<file path="config.mk">
export PLATFORM = sky130hd
export DESIGN_NAME = cpu_path_sequencer
export DESIGN_NICKNAME = d
export VERILOG_FILES = /design/src/rtl/cpu_path_sequencer.sv
export SDC_FILE = /design/constraint.sdc
export NUM_CORES = 1
export LEC_CHECK = 0
export BUFFER_PORTS_ARGS = -buffer_cell sky130_fd_sc_hd__buf_2
export CORE_MARGIN = 5
export CORE_UTILIZATION = 30
export CTS_CLUSTER_DIAMETER = 200
export DETAILED_ROUTE_END_ITERATION = 16
export PLACE_DENSITY = 0.5
export SYNTH_ARGS = -nofsm -noshare
export SYNTH_HDL_FRONTEND = slang
export SYNTH_SLANG_ARGS = --single-unit
</file>
<file path="constraint.sdc">
create_clock -name clk -period 4 [get_ports clk]
set_input_delay 0 -clock clk [delete_from_list [all_inputs] [get_ports clk]]
set_output_delay 0 -clock clk [all_outputs]
set_load 0.01 [all_outputs]
</file>
<file path="src/rtl/cpu_path_sequencer.sv">
// cpu_path_sequencer: holds the t2b CPU in reset, seeds the start and end nodes
// through the CPU's external write port, lets the CPU run while snooping its path
// stores, then streams the captured path out over valid/ready and parks the CPU.
//
// state  | meaning
// IDLE   | CPU parked in reset, waiting for start
// LOAD_S | external write of start node to START_ADDR
// LOAD_E | external write of end node to END_ADDR
// RUN    | CPU released; path stores captured, DONE store or timeout ends it
// DRAIN  | CPU parked again; captured path streamed out beat by beat
module cpu_path_sequencer #(
  parameter int          NODE_W     = 5,
  parameter int          MAX_PATH   = 32,
  parameter logic [31:0] START_ADDR = 32'h0200_0000,
  parameter logic [31:0] END_ADDR   = 32'h0200_0004,
  parameter logic [31:0] PATH_BASE  = 32'h0200_0008,
  parameter logic [31:0] DONE_ADDR  = 32'h0200_00FC,
  parameter int          TIMEOUT    = 200000
) (
  input  logic              clk,
  input  logic              reset,
  input  logic              start,
  input  logic [NODE_W-1:0] start_node,
  input  logic [NODE_W-1:0] end_node,
  output logic              busy,
  output logic              cpu_reset,
  output logic              ext_memwrite,
  output logic [31:0]       ext_writedata,
  output logic [31:0]       ext_dataadr,
  input  logic              cpu_memwrite,
  input  logic [31:0]       cpu_writedata,
  input  logic [31:0]       cpu_dataadr,
  output logic              path_valid,
  input  logic              path_ready,
  output logic [NODE_W-1:0] path_node,
  output logic              path_last,
  output logic              done,
  output logic              timeout
);

  localparam int              IDX_W     = $clog2(MAX_PATH);
  localparam int              CNT_W     = (TIMEOUT > 2) ? $clog2(TIMEOUT) : 1;
  localparam logic [CNT_W-1:0] CNT_LAST = CNT_W'(TIMEOUT - 1);
  localparam logic [7:0]      LEN_MAX   = 8'(MAX_PATH);
  localparam logic [31:0]     PATH_SPAN = 32'(4 * MAX_PATH);

  typedef enum logic [2:0] {IDLE, LOAD_S, LOAD_E, RUN, DRAIN} stateT;

  stateT stateQ, stateD;

  logic              cpuResetQ, cpuResetD;
  logic              busyQ, busyD;
  logic              extMemWriteQ, extMemWriteD;
  logic [31:0]       extWriteDataQ, extWriteDataD;
  logic [31:0]       extDataAdrQ, extDataAdrD;
  logic              pathValidQ, pathValidD;
  logic [NODE_W-1:0] pathNodeQ, pathNodeD;
  logic              pathLastQ, pathLastD;
  logic              doneQ, doneD;
  logic              timeoutQ, timeoutD;
  logic [NODE_W-1:0] endNodeQ, endNodeD;
  logic [7:0]        lenQ, lenD;
  logic [7:0]        idxQ, idxD;
  logic [CNT_W-1:0]  cntQ, cntD;

  logic [NODE_W-1:0] pathBuf [MAX_PATH];
  logic [31:0]       snoopOff;
  logic [IDX_W-1:0]  bufIdx;
  logic              bufWe;
  logic              doneHit;
  logic [7:0]        doneLen;
  logic [7:0]        idxNext;

  // upper store data carries nothing the sequencer captures
  logic unusedWriteData;
  assign unusedWriteData = ^cpu_writedata[31:8];

  // decode snooped stores: path slot address, DONE marker, clamped length
  always_comb begin
    snoopOff = cpu_dataadr - PATH_BASE;
    bufIdx   = snoopOff[IDX_W+1:2];
    bufWe    = (stateQ == RUN) && cpu_memwrite && (snoopOff[1:0] == 2'b00)
               && (snoopOff < PATH_SPAN);
    doneHit  = cpu_memwrite && (cpu_dataadr == DONE_ADDR);
    doneLen  = (cpu_writedata[7:0] > LEN_MAX) ? LEN_MAX : cpu_writedata[7:0];
    idxNext  = idxQ + 8'd1;
  end

  // path buffer; contents deliberately survive reset
  always_ff @(posedge clk) begin
    if (bufWe) pathBuf[bufIdx] <= cpu_writedata[NODE_W-1:0];
  end

  // state register
  always_ff @(posedge clk or negedge reset) begin
    if (!reset) stateQ <= IDLE;
    else        stateQ <= stateD;
  end

  // next state and next registered outputs
  always_comb begin
    stateD        = stateQ;
    cpuResetD     = 1'b1;
    extMemWriteD  = 1'b0;
    extWriteDataD = '0;
    extDataAdrD   = '0;
    pathValidD    = 1'b0;
    pathNodeD     = pathNodeQ;
    pathLastD     = 1'b0;
    doneD         = 1'b0;
    timeoutD      = timeoutQ;
    endNodeD      = endNodeQ;
    lenD          = lenQ;
    idxD          = idxQ;
    cntD          = cntQ;
    unique case (stateQ)
      IDLE: begin
        if (start) begin
          stateD        = LOAD_S;
          timeoutD      = 1'b0;
          endNodeD      = end_node;
          extMemWriteD  = 1'b1;
          extDataAdrD   = START_ADDR;
          extWriteDataD = {{(32-NODE_W){1'b0}}, start_node};
        end
      end
      LOAD_S: begin
        stateD        = LOAD_E;
        extMemWriteD  = 1'b1;
        extDataAdrD   = END_ADDR;
        extWriteDataD = {{(32-NODE_W){1'b0}}, endNodeQ};
      end
      LOAD_E: begin
        stateD    = RUN;
        cpuResetD = 1'b0;
        cntD      = '0;
      end
      RUN: begin
        // a DONE store on the limit cycle still counts as a finished job
        if (doneHit) begin
          stateD     = DRAIN;
          lenD       = doneLen;
          idxD       = '0;
          pathValidD = (doneLen != 8'd0);
          pathNodeD  = pathBuf[0];
          pathLastD  = (doneLen == 8'd1);
        end else if (cntQ == CNT_LAST) begin
          stateD   = IDLE;
          timeoutD = 1'b1;
          doneD    = 1'b1;
        end else begin
          cpuResetD = 1'b0;
          cntD      = cntQ + CNT_W'(1);
        end
      end
      DRAIN: begin
        if (!pathValidQ) begin
          stateD = IDLE;
          doneD  = 1'b1;
        end else if (path_ready) begin
          if (pathLastQ) begin
            stateD = IDLE;
            doneD  = 1'b1;
          end else begin
            idxD       = idxNext;
            pathValidD = 1'b1;
            pathNodeD  = pathBuf[idxNext[IDX_W-1:0]];
            pathLastD  = (idxNext == lenQ - 8'd1);
          end
        end else begin
          pathValidD = 1'b1;
          pathLastD  = pathLastQ;
        end
      end
      default: stateD = IDLE;
    endcase
  end

  assign busyD = (stateD != IDLE);

  // output and datapath registers
  always_ff @(posedge clk or negedge reset) begin
    if (!reset) begin
      cpuResetQ     <= 1'b1;
      busyQ         <= 1'b0;
      extMemWriteQ  <= 1'b0;
      extWriteDataQ <= '0;
      extDataAdrQ   <= '0;
      pathValidQ    <= 1'b0;
      pathNodeQ     <= '0;
      pathLastQ     <= 1'b0;
      doneQ         <= 1'b0;
      timeoutQ      <= 1'b0;
      endNodeQ      <= '0;
      lenQ          <= '0;
      idxQ          <= '0;
      cntQ          <= '0;
    end else begin
      cpuResetQ     <= cpuResetD;
      busyQ         <= busyD;
      extMemWriteQ  <= extMemWriteD;
      extWriteDataQ <= extWriteDataD;
      extDataAdrQ   <= extDataAdrD;
      pathValidQ    <= pathValidD;
      pathNodeQ     <= pathNodeD;
      pathLastQ     <= pathLastD;
      doneQ         <= doneD;
      timeoutQ      <= timeoutD;
      endNodeQ      <= endNodeD;
      lenQ          <= lenD;
      idxQ          <= idxD;
      cntQ          <= cntD;
    end
  end

  assign cpu_reset     = cpuResetQ;
  assign busy          = busyQ;
  assign ext_memwrite  = extMemWriteQ;
  assign ext_writedata = extWriteDataQ;
  assign ext_dataadr   = extDataAdrQ;
  assign path_valid    = pathValidQ;
  assign path_node     = pathNodeQ;
  assign path_last     = pathLastQ;
  assign done          = doneQ;
  assign timeout       = timeoutQ;

endmodule

</file>
==> results_dict.tcl <==
set metrics [dict create \
    fin_setup_tns_ns 0 \
    htreeDepth 1 \
    p_seq_frac 0.506 \
    gp_congestion 0.7548 \
    ff2ff_setup_slack_ns 0.62 \
    synth.most_common_cell "edfxtp_1" \
    drtAntennaViolNets 0 \
    ys_seq_area_frac 0.6189 \
    slowest_stage "nor3_1" \
    wirelength_um 23290 \
    critPathLaunchType "register" \
    worstMarginPinSlew_ns 1.014 \
    numPortBuffers 73 \
    intPower_w 0.003954 \
    hold_viol 0 \
    crit_buf_inv 1 \
    max_slew_margin 0.3202 \
    vias_per_cell 4.682 \
    rows 67 \
    criticalPathCategory "register to register" \
    die-area_um2 37760 \
    crit_arrival_ns 3.53 \
    status "finished, final reports clean" \
    p_sw_frac 0.2190 \
    ys_ff_latch 220 \
    syn_area_um2 10190 \
    fp.dieH_um 194.3 \
    initial_core_util 0.3039 \
    syn_area_per_cell_um2 14.17 \
    worstPathRequired_ns 4.15 \
    root_buffer "clkbuf_16" \
    hp-start "cpu_writedata[1]" \
    rr_worst_depth 7 \
    yosys-top-cells-area "edfxtp_1, dfrtp_1, mux4_2" \
    synthAdderAreaFrac 0.004911 \
    layout.nets 928 \
    synthFlopType "edfxtp_1" \
    drtPass1Iterations 4 \
    critical-path-max-stage-delay_ns 0.69 \
    grt_usage 0.1213 \
    yosys_warnings 0 \
    timing.hold.worst_endpoint "lenQ[1]" \
    synth_edf_count 160 \
    drive_above_1_share 0.2561 \
    synth.mux.area_fraction 0.1230 \
    synth-xor-area-share 0.03168 \
    finClkSkew_ns 0.01069 \
    dr.first_iter.drc_count 375 \
    hp-class "input pin to register" \
    combPwrFrac 0.049 \
    finalSetupViolCount 0 \
    grt_overflow_total 0 \
    holdPathStages 3 \
    max_freq_ghz 0.2959 \
    p_sw_w 0.001108 \
    synthesis.instances 719 \
    yosysUniqueCellTypes 61 \
    cp_top_family "simple AND/OR/NAND/NOR gates" \
    synth_top_cell_area_share 0.4715 \
    final_util 0.3607 \
    report.final.slew_viol_count 0 \
    vias 6138 \
    die_w_um 194.3 \
    hold_ws_ns 0.04108 \
    multiInputGateArea_um2 3531 \
    synth_compound_area_frac 0.04371 \
    cellPowerDensity_nw_per_um2 418.6 \
    hpwl_um 15770 \
    cts_buffers 25 \
    clk_latency_ns 0.52 \
    synth_common_cells "edfxtp_1, dfrtp_1, buf_4" \
    antenna_found_initial 0 \
    boundaryPins 155 \
    maxCapViolations 0 \
    nFillCells 3266 \
    clock_sinks 220 \
    drc 0 \
    grt_pass1_wl_um 36670 \
    cp_cell_sequence "buf_4 -> nand3b_1 -> a2111oi_0 -> nand4b_1 -> nor4_2 -> nand4_1 -> nor3_1" \
    rsz0062_at_grt "false" \
    grt_max_degree 61 \
    diodes 0 \
    end_kind "register" \
    async_flop_share 0.2727 \
    clockBufferDepth 3 \
    regToRegStartpoint "stateQ[2]" \
    synth_top_family_by_area "multiplexers" \
    leakagePower_nw 4.418 \
    cts_resized 0 \
    power_frac_clock 0.445 \
    cp_max_fo 9 \
    fin_crit_sh 0.8449 \
    area_growth_syn_to_layout_pct 18.67 \
    synth_top_area_cell "edfxtp_1" \
    wl_per_cell_um 17.77 \
    finalCriticalPeriod_ns 3.379 \
    regArea_um2 6309 \
    path_clk_slew_ns 0.06 \
    fp.coreArea_um2 33530 \
    synthSimpleGateAreaFrac 0.1204 \
    cts_tree "yes" \
    reg2reg_to "pathBuf[30][0]" \
    peakVddDrop_uv 277.9 \
    grt_pass1_vias 6129 \
]
## how the worst max path moves through the flow
stage,startpoint,end,cells past startpoint
detailed placement,stateQ[2],pathBuf[31][2],7
global placement,cpu_dataadr[3],pathBuf[30][4],9
finish,stateQ[2],pathBuf[30][0],7
floorplan,stateQ[2],pathBuf[11][0],7
global route,stateQ[2],pathBuf[30][0],7
CTS,stateQ[2],pathBuf[31][3],7
## area by class of cell
class                           instances  share of cell area
Clock buffer                           31             0.05442
Clock inverter                         14             0.01179
Inverter                                8            0.002483
Multi-Input combinational cell        460              0.2920
Sequential cell                       220              0.5216
Tap cell                              448             0.04635
Timing Repair Buffer                  130             0.07138
## power by group through the flow
stage / Sequential, W / Combinational (W) / Clock, W
3_3_place_gp: 0.00260 / 0.000233 / 0
3_5_place_dp: 0.00260 / 0.000239 / 0
5_1_grt: 0.00257 / 0.000285 / 0.00241
2_1_floorplan: 0.00259 / 0.000177 / 0
6_report: 0.00256 / 0.000250 / 0.00225
4_1_cts: 0.00256 / 0.000252 / 0.00232
## metrics by stage
| stage | std cells | instance area [µm²] | total power (W) | setup WS [ns] |
|---|---|---|---|---|
| 3_3_place_gp | 1248 | 11110 | 0.002836 | 0.7305 |
| 3_5_place_dp | 1248 | 11110 | 0.002844 | 0.6165 |
| 6_report | 1311 | 12090 | 0.005062 | 0.6206 |
| 4_1_cts | 1311 | 12090 | 0.005130 | 0.5640 |
| 2_1_floorplan | 775 | 10400 | 0.002768 | 1.243 |
| 5_1_grt | 1311 | 12090 | 0.005262 | 0.2127 |
## state kept, by name, summed over array words and instances (netlist names)
signal / cells
lenQ: 8
done: 1
stateQ: 3
idxQ: 8
cpu_reset: 1
pathBuf: 160
ext_dataadr: 2
cntQ: 18
ext_writedata: 5
timeout: 1
busy: 1
endNodeQ: 5
path_last: 1
path_node: 5
path_valid: 1
## cells by family after synthesis
logic type | after synthesis
DFF | 220
adders and majority gates | 4
buffers and inverters | 95
muxes | 62
xor gates and xnor gates | 36
and+or+nand+nor | 237
other | 1
AOI/OAI and AO/OA | 64
## cells in the final DEF, fill, tap and decap left out, types with 10 or more instances in the layout
master / synthesis / final
buf_2: 5 / 73
buf_4: 58 / 37
clkbuf_16: 0 / 25
conb_1: 1 / 57
dfrtp_1: 59 / 58
dlygate4sd3_1: 0 / 18
edfxtp_1: 160 / 160
mux4_2: 50 / 50
nand2_1: 48 / 48
nand3_1: 25 / 25
nor2_1: 45 / 45
nor3_1: 53 / 52
nor4_1: 11 / 11
o21ai_0: 15 / 15
xnor2_1: 25 / 25
xor2_1: 10 / 10
## metal layers
| metal | GRT usage | routed length [µm] | vias to the layer above |
|---|---|---|---|
| met5 | 0 | 0 | - |
| met3 | 0.01939 | 926 | 29 |
| met2 | 0.1897 | 10650 | 146 |
| met1 | 0.1786 | 11280 | 3068 |
| met4 | 0.02891 | 437 | 0 |
| li1 | - | - | 2895 |
## repair_timing
item,4_1_cts,5_1_grt
hold buffers,18,0
endpoints found under the hold margin,111,0
buffers inserted,0,0
## worst register-to-register path: cells and delay by family, from the launching register on
family	cells	cell delay (ns)
buf+inv	1	0.16
flops	1	0.36
compound gates	1	0.48
simple gates	5	2.03
Note: power is estimated with default switching activity, not from simulation.
